<file path="src/rtl/player_input_ctrl_if.sv">
// Switch-level inputs and game-event outputs of the player input controller.
// The controller takes the slave view; whatever drives the switches takes the master view.
interface player_input_ctrl_if;
  logic       i_Left;
  logic       i_Right;
  logic       i_Fire;
  logic       i_Fire_Ack;
  logic       o_Move_Left;
  logic       o_Move_Right;
  logic       o_Fire_Req;
  logic       o_Fire_Busy;
  logic [7:0] o_Shot_Count;

  modport slave (
    input  i_Left, i_Right, i_Fire, i_Fire_Ack,
    output o_Move_Left, o_Move_Right, o_Fire_Req, o_Fire_Busy, o_Shot_Count
  );

  modport master (
    output i_Left, i_Right, i_Fire, i_Fire_Ack,
    input  o_Move_Left, o_Move_Right, o_Fire_Req, o_Fire_Busy, o_Shot_Count
  );
endinterface

</file>
<file path="src/rtl/player_input_ctrl.sv">
// Turns debounced Left/Right/Fire levels into move pulses with hold-to-repeat
// and a cooldown-limited fire request using a req/ack handshake.
module player_input_ctrl #(
  parameter int unsigned HOLD_DELAY    = 12_500_000,
  parameter int unsigned REPEAT_PERIOD = 2_500_000,
  parameter int unsigned FIRE_COOLDOWN = 6_250_000
) (
  input  logic                i_Clk,
  input  logic                i_Rst,
  player_input_ctrl_if.slave  bus
);

  typedef enum logic [1:0] {M_IDLE, M_HOLD, M_REPEAT} move_state_e;
  typedef enum logic [1:0] {F_IDLE, F_REQ, F_COOL} fire_state_e;

  localparam logic [23:0] HoldLast   = 24'(HOLD_DELAY - 1);
  localparam logic [23:0] RepeatLast = 24'(REPEAT_PERIOD - 1);
  localparam logic [23:0] CoolLast   = 24'(FIRE_COOLDOWN - 1);

  logic r_Left_q, r_Right_q, r_Fire_q;

  // Previous levels reset to 1 so a button held through reset needs a fresh press.
  always_ff @(posedge i_Clk) begin
    if (i_Rst) begin
      r_Left_q  <= 1'b1;
      r_Right_q <= 1'b1;
      r_Fire_q  <= 1'b1;
    end else begin
      r_Left_q  <= bus.i_Left;
      r_Right_q <= bus.i_Right;
      r_Fire_q  <= bus.i_Fire;
    end
  end

  logic       conflict;
  logic [1:0] level;
  logic [1:0] prevLevel;

  assign conflict  = bus.i_Left & bus.i_Right;
  assign level     = {bus.i_Right, bus.i_Left};
  assign prevLevel = {r_Right_q, r_Left_q};

  // Index 0 is left, index 1 is right.
  for (genvar d = 0; d < 2; d++) begin : g_dir
    move_state_e state_q, state_d;
    logic [23:0] cnt_q, cnt_d;
    logic        pulse_q, pulse_d;

    always_ff @(posedge i_Clk) begin
      if (i_Rst) begin
        state_q <= M_IDLE;
        cnt_q   <= '0;
        pulse_q <= 1'b0;
      end else begin
        state_q <= state_d;
        cnt_q   <= cnt_d;
        pulse_q <= pulse_d;
      end
    end

    always_comb begin
      state_d = state_q;
      cnt_d   = cnt_q;
      pulse_d = 1'b0;
      if (conflict || !level[d]) begin
        state_d = M_IDLE;
        cnt_d   = '0;
      end else begin
        unique case (state_q)
          M_IDLE: begin
            if (!prevLevel[d]) begin
              pulse_d = 1'b1;
              cnt_d   = '0;
              state_d = M_HOLD;
            end
          end
          M_HOLD: begin
            if (cnt_q == HoldLast) begin
              pulse_d = 1'b1;
              cnt_d   = '0;
              state_d = M_REPEAT;
            end else begin
              cnt_d = cnt_q + 24'd1;
            end
          end
          M_REPEAT: begin
            if (cnt_q == RepeatLast) begin
              pulse_d = 1'b1;
              cnt_d   = '0;
            end else begin
              cnt_d = cnt_q + 24'd1;
            end
          end
          default: begin
            state_d = M_IDLE;
            cnt_d   = '0;
          end
        endcase
      end
    end
  end

  assign bus.o_Move_Left  = g_dir[0].pulse_q;
  assign bus.o_Move_Right = g_dir[1].pulse_q;

  fire_state_e fireState_q, fireState_d;
  logic [23:0] fireCnt_q, fireCnt_d;
  logic [7:0]  shotCount_q, shotCount_d;

  always_ff @(posedge i_Clk) begin
    if (i_Rst) begin
      fireState_q <= F_IDLE;
      fireCnt_q   <= '0;
      shotCount_q <= '0;
    end else begin
      fireState_q <= fireState_d;
      fireCnt_q   <= fireCnt_d;
      shotCount_q <= shotCount_d;
    end
  end

  // Rises outside F_IDLE are dropped, so holding Fire never auto-fires.
  always_comb begin
    fireState_d = fireState_q;
    fireCnt_d   = fireCnt_q;
    shotCount_d = shotCount_q;
    unique case (fireState_q)
      F_IDLE: begin
        if (bus.i_Fire && !r_Fire_q) fireState_d = F_REQ;
      end
      F_REQ: begin
        if (bus.i_Fire_Ack) begin
          fireState_d = F_COOL;
          fireCnt_d   = '0;
          shotCount_d = shotCount_q + 8'd1;
        end
      end
      F_COOL: begin
        if (fireCnt_q == CoolLast) begin
          fireState_d = F_IDLE;
          fireCnt_d   = '0;
        end else begin
          fireCnt_d = fireCnt_q + 24'd1;
        end
      end
      default: begin
        fireState_d = F_IDLE;
        fireCnt_d   = '0;
      end
    endcase
  end

  assign bus.o_Fire_Req   = (fireState_q == F_REQ);
  assign bus.o_Fire_Busy  = (fireState_q != F_IDLE);
  assign bus.o_Shot_Count = shotCount_q;

endmodule

</file>
<file path="src/flat_wrapper.sv">
// flat-port wrapper written by rule: the top's interface ports become plain ports
module player_input_ctrl_flat 
#(
  parameter int unsigned HOLD_DELAY    = 12_500_000,
  parameter int unsigned REPEAT_PERIOD = 2_500_000,
  parameter int unsigned FIRE_COOLDOWN = 6_250_000
)
  (i_Clk, i_Rst, bus_i_Left, bus_i_Right, bus_i_Fire, bus_i_Fire_Ack, bus_o_Move_Left, bus_o_Move_Right, bus_o_Fire_Req, bus_o_Fire_Busy, bus_o_Shot_Count);
  player_input_ctrl_if bus_i ();
  input  logic i_Clk;
  input  logic i_Rst;
  input wire logic [$bits(bus_i.i_Left)-1:0] bus_i_Left;
  input wire logic [$bits(bus_i.i_Right)-1:0] bus_i_Right;
  input wire logic [$bits(bus_i.i_Fire)-1:0] bus_i_Fire;
  input wire logic [$bits(bus_i.i_Fire_Ack)-1:0] bus_i_Fire_Ack;
  output wire logic [$bits(bus_i.o_Move_Left)-1:0] bus_o_Move_Left;
  output wire logic [$bits(bus_i.o_Move_Right)-1:0] bus_o_Move_Right;
  output wire logic [$bits(bus_i.o_Fire_Req)-1:0] bus_o_Fire_Req;
  output wire logic [$bits(bus_i.o_Fire_Busy)-1:0] bus_o_Fire_Busy;
  output wire logic [$bits(bus_i.o_Shot_Count)-1:0] bus_o_Shot_Count;
  assign bus_i.i_Left = bus_i_Left;
  assign bus_i.i_Right = bus_i_Right;
  assign bus_i.i_Fire = bus_i_Fire;
  assign bus_i.i_Fire_Ack = bus_i_Fire_Ack;
  assign bus_o_Move_Left = bus_i.o_Move_Left;
  assign bus_o_Move_Right = bus_i.o_Move_Right;
  assign bus_o_Fire_Req = bus_i.o_Fire_Req;
  assign bus_o_Fire_Busy = bus_i.o_Fire_Busy;
  assign bus_o_Shot_Count = bus_i.o_Shot_Count;
  player_input_ctrl #(.HOLD_DELAY(HOLD_DELAY), .REPEAT_PERIOD(REPEAT_PERIOD), .FIRE_COOLDOWN(FIRE_COOLDOWN)) u_core (.i_Clk(i_Clk), .i_Rst(i_Rst), .bus(bus_i));
endmodule
</file>
<file path="config.mk">
export PLATFORM = sky130hd
export DESIGN_NAME = player_input_ctrl_flat
export DESIGN_NICKNAME = d
export VERILOG_FILES = /design/src/rtl/player_input_ctrl_if.sv /design/src/rtl/player_input_ctrl.sv /design/src/flat_wrapper.sv
export SDC_FILE = /design/constraint.sdc
export NUM_CORES = 1
export LEC_CHECK = 0
export BUFFER_PORTS_ARGS = -buffer_cell sky130_fd_sc_hd__buf_2
export CAP_MARGIN = 10
export CORE_ASPECT_RATIO = 1.25
export CORE_MARGIN = 2
export CORE_UTILIZATION = 39
export DETAILED_ROUTE_END_ITERATION = 10
export PLACE_DENSITY_LB_ADDON = 0.1
export SYNTH_ARGS = -nofsm -noshare
export SYNTH_HDL_FRONTEND = slang
export SYNTH_SLANG_ARGS = --single-unit
</file>
<file path="constraint.sdc">
create_clock -name i_Clk -period 1.9 [get_ports i_Clk]
set_clock_uncertainty 0.1 [all_clocks]
set_input_delay 0.38 -clock i_Clk [delete_from_list [all_inputs] [get_ports i_Clk]]
set_output_delay 0.38 -clock i_Clk [all_outputs]
set_load 0.1 [all_outputs]
</file>
==> results by group <==
Timing
  • RSZ-0062 raised after global routing: yes
  • Tmin final: 1.991 ns
  • Slew at the pin closest to its max-slew limit: 0.4977 ns
  • Max_slew headroom: 67.05%
  • Final worst slack: -0.09115 ns
  • FMAX: 0.5022 GHz
  • Setup violators final: 29
  • Crit share post-route: 104.8%
  • Final count of pins violating max slew: 0
  • Hold WS: 0.1375 ns
  • Final Hold Viols: 0

Global routing
  • Antenna violations before repair: 0
  • Routing usage on met1: 23.35%
  • Met3 usage in global routing: 2.806%
  • All-Layer GR Usage: 18.69%
  • Met2 global-route usage: 32.37%
  • First-pass GRT wire length: 19.08 mm
  • GR peak layer: met2
  • Largest net degree at the start of global routing: 19
  • Vias in the first global route: 4226
  • Remaining global-route overflow: 0

Clocking
  • Clk sinks: 91
  • Worst-path clk slew: 0.06 ns
  • CTS Buf Count: 9
  • CTS hold repair buffers: 0
  • Clock Path Buffers: 2
  • Clk root buf: clkbuf_16
  • H-tree depth: 3
  • CTS tree: done
  • Worst-Skew Late Latency: 0.35 ns

Die
  • Die area: 0.01249 sq mm
  • I/O pin count: 18
  • Initial Utilization: 39.53%
  • Die width: 100.4 um
  • Row cnt: 44
  • Core area: 0.01145 sq mm
  • Die Ht: 124.5 um

Detailed routing
  • Via-per-instance ratio: 5.136
  • 1st-iter DRT viols: 128
  • 1st-pass router iterations: 4
  • Post-route ant nets: 0
  • Drc violations: 0
  • Vias: 4396
  • Total wire length: 12.04 mm
  • Post-DR wirelength/cell: 14.06 um

Synthesis
  • Synthesized Nets: 569
  • EDFF count, synth: 0
  • Post-synth top area share: 40.24%
  • Ys flop type: dfxtp_1
  • Cell count after synthesis: 549
  • Synthesized area per cell: 8.246 sq um
  • Area leader, netlist: dfxtp_1
  • Distinct cells, synth: 59
  • Most common cell in the netlist: dfxtp_1
  • Post-synth ARST share: 0%
  • Synthesized area: 0.004527 sq mm
  • Yosys reg bits: 91
  • Most frequent cells after synthesis: dfxtp_1 (91), nor2_1 (81), nand2_1 (57)
  • Sequential fraction of the synthesis area: 40.24%
  • Largest cells by area after synthesis: dfxtp_1 (40%), nor2_1 (6.7%), xor2_1 (5.4%), nand3_1 (4.8%), nand2_1 (4.7%)
  • Synth Warn #: 0

Critical path
  • Slowest cell on the critical path: or4_4
  • CP Cell Sequence: buf_6 > nand2_1 > or4_4 > nor3_4 > and3_4 > a41oi_2 > a31oi_1
  • Max incr delay on CP: 0.54 ns
  • Worst path required time: 2.07 ns
  • Setup CP Type: register to register
  • CP max FO: 5
  • Critical path capture point type: register
  • Crit. Startpoint: u_core.g_dir[1].cnt_q[6]
  • Reg2reg setup slack: -0.09 ns
  • Startpoint Class: register
  • Worst-case reg-to-reg path depth: 7
  • Reg2Reg Capture Point: u_core.g_dir[1].cnt_q[23]
  • Critical Path AT: 2.16 ns
  • Reg2Reg Launch Point: u_core.g_dir[1].cnt_q[6]

Final layout
  • Antenna cells: 0
  • Fin nets: 733
  • Layout cells sized above 1: 42.76%
  • Layout area overhead: 51.16%
  • Final Core Density: 59.76%
  • Fin area: 0.006843 sq mm

Power and ir drop
  • Lkg Pwr: 0.002732 uW
  • Peak supply drop: 394.7 uV
  • Power per cell area: 572.1 mW/mm^2

Hold path
  • Hold_sp: bus_i_Fire
  • Min-delay worst type: input pin to register
  • Cell count of the worst hold path: 2
  • Hold Path End: u_core.r_Fire_q

Outcome
  • Failing checks: setup timing
  • Status: complete, but fails checks

Placed design
  • IO Port Bufs: 17
  • Placer congestion estimate: 0.8356
  • Pre-CTS setup slack: -0.2309 ns
  • HPWL after detailed placement: 8.189 mm
  • Placed Area: 0.005742 sq mm

Run
  • MaxCap Viol Count: 0
==> cell type report <==
class | count | area (sq um)
clock buffer | 10 | 239.0
inverter | 16 | 60.06
fill | 1044 | 4608
sequential | 91 | 1862
clock inverter | 6 | 48.80
multi-input combinational | 429 | 3163
timing repair buffer | 166 | 1297
tap | 138 | 172.7
==> state kept, by name (all words and copies together), names as in the netlist, 2 cells and up <==
register and flops:
u_core.fireState_q 2, u_core.fireCnt_q 24, u_core.g_dir.state_q 4, u_core.bus.o_Shot_Count 8
u_core.g_dir.cnt_q 48
==> how the worst max path moves through the flow <==
stage	end	slack [ns]
detailed placement	u_core.g_dir[0].cnt_q[19]	-0.23
finish	u_core.g_dir[1].cnt_q[23]	-0.09
global placement	u_core.g_dir[0].cnt_q[16]	-0.28
global route	u_core.g_dir[0].cnt_q[23]	-0.16
CTS	u_core.g_dir[1].cnt_q[22]	-0.05
floorplan	u_core.g_dir[1].cnt_q[22]	-0.01
==> logic make-up after synthesis <==
kind of cell | synth area share (%)
buffers and inverters | 2.709
muxes | 0.6634
adders and majority gates | 3.870
AOI/OAI and AO/OA | 10.67
and+or+nand+nor | 32.56
xor gates and xnor gates | 9.287
DFF | 40.24
==> what timing repair did <==
action | CTS | global route
buffers inserted | 11 | 11
endpoints found under the setup margin | 67 | 75
resized for setup | 51 | 105
cloned | 2 | 1
pin swaps | 44 | 36
endpoints found under the hold margin | 0 | 0
==> metrics by stage <==
step	total power [uW]	instances	TNS [ns]
2_1_floorplan	2130	549	-0.01359
3_3_place_gp	2213	815	-6.767
3_5_place_dp	2215	815	-6.123
4_1_cts	3958	844	-0.8678
5_1_grt	4068	856	-4.379
6_report	3915	856	-1.258
==> cells in the final DEF, fill, tap and decap left out, drive strengths merged, types with 3 or more instances in the layout <==
master / count
buf: 165
nor3: 15
nand2b: 3
nor4b: 3
xnor2: 20
nor2: 82
and3: 19
clkbuf: 11
a21o: 3
inv: 17
o21ai: 14
and2: 9
nand3: 43
and4: 6
dfxtp: 91
o21a: 3
clkinvlp: 3
xor2: 28
nor2b: 6
or2: 6
or3: 7
mux2i: 3
ha: 14
nor4: 4
a31oi: 12
nand2: 58
o31ai: 5
nand4: 16
nor4bb: 3
a21oi: 21
==> worst max-delay path, delay by kind of cell, from the launching register on <==
family / cells / cell delay, ns
DFF: 1 / 0.37
AOI/OAI and AO/OA: 2 / 0.24
and+or+nand+nor: 4 / 1.08
buffers and inverters: 1 / 0.13
==> metal layers <==
metal | share of wire, % | vias up
met5 | 0 | -
li1 | - | 2262
met4 | 1.6 | 0
met2 | 52 | 54
met3 | 2.3 | 16
met1 | 44 | 2064
==> power breakdown <==
| part | switching [uW] | total, uW | internal, uW |
|---|---|---|---|
| Clock | 790 | 1720 | 932 |
| Sequential | 11.1 | 1930 | 1920 |
| Combinational | 168 | 266 | 98.4 |
| Total | 968 | 3910 | 2950 |
Power figures use the tool's default switching activity.
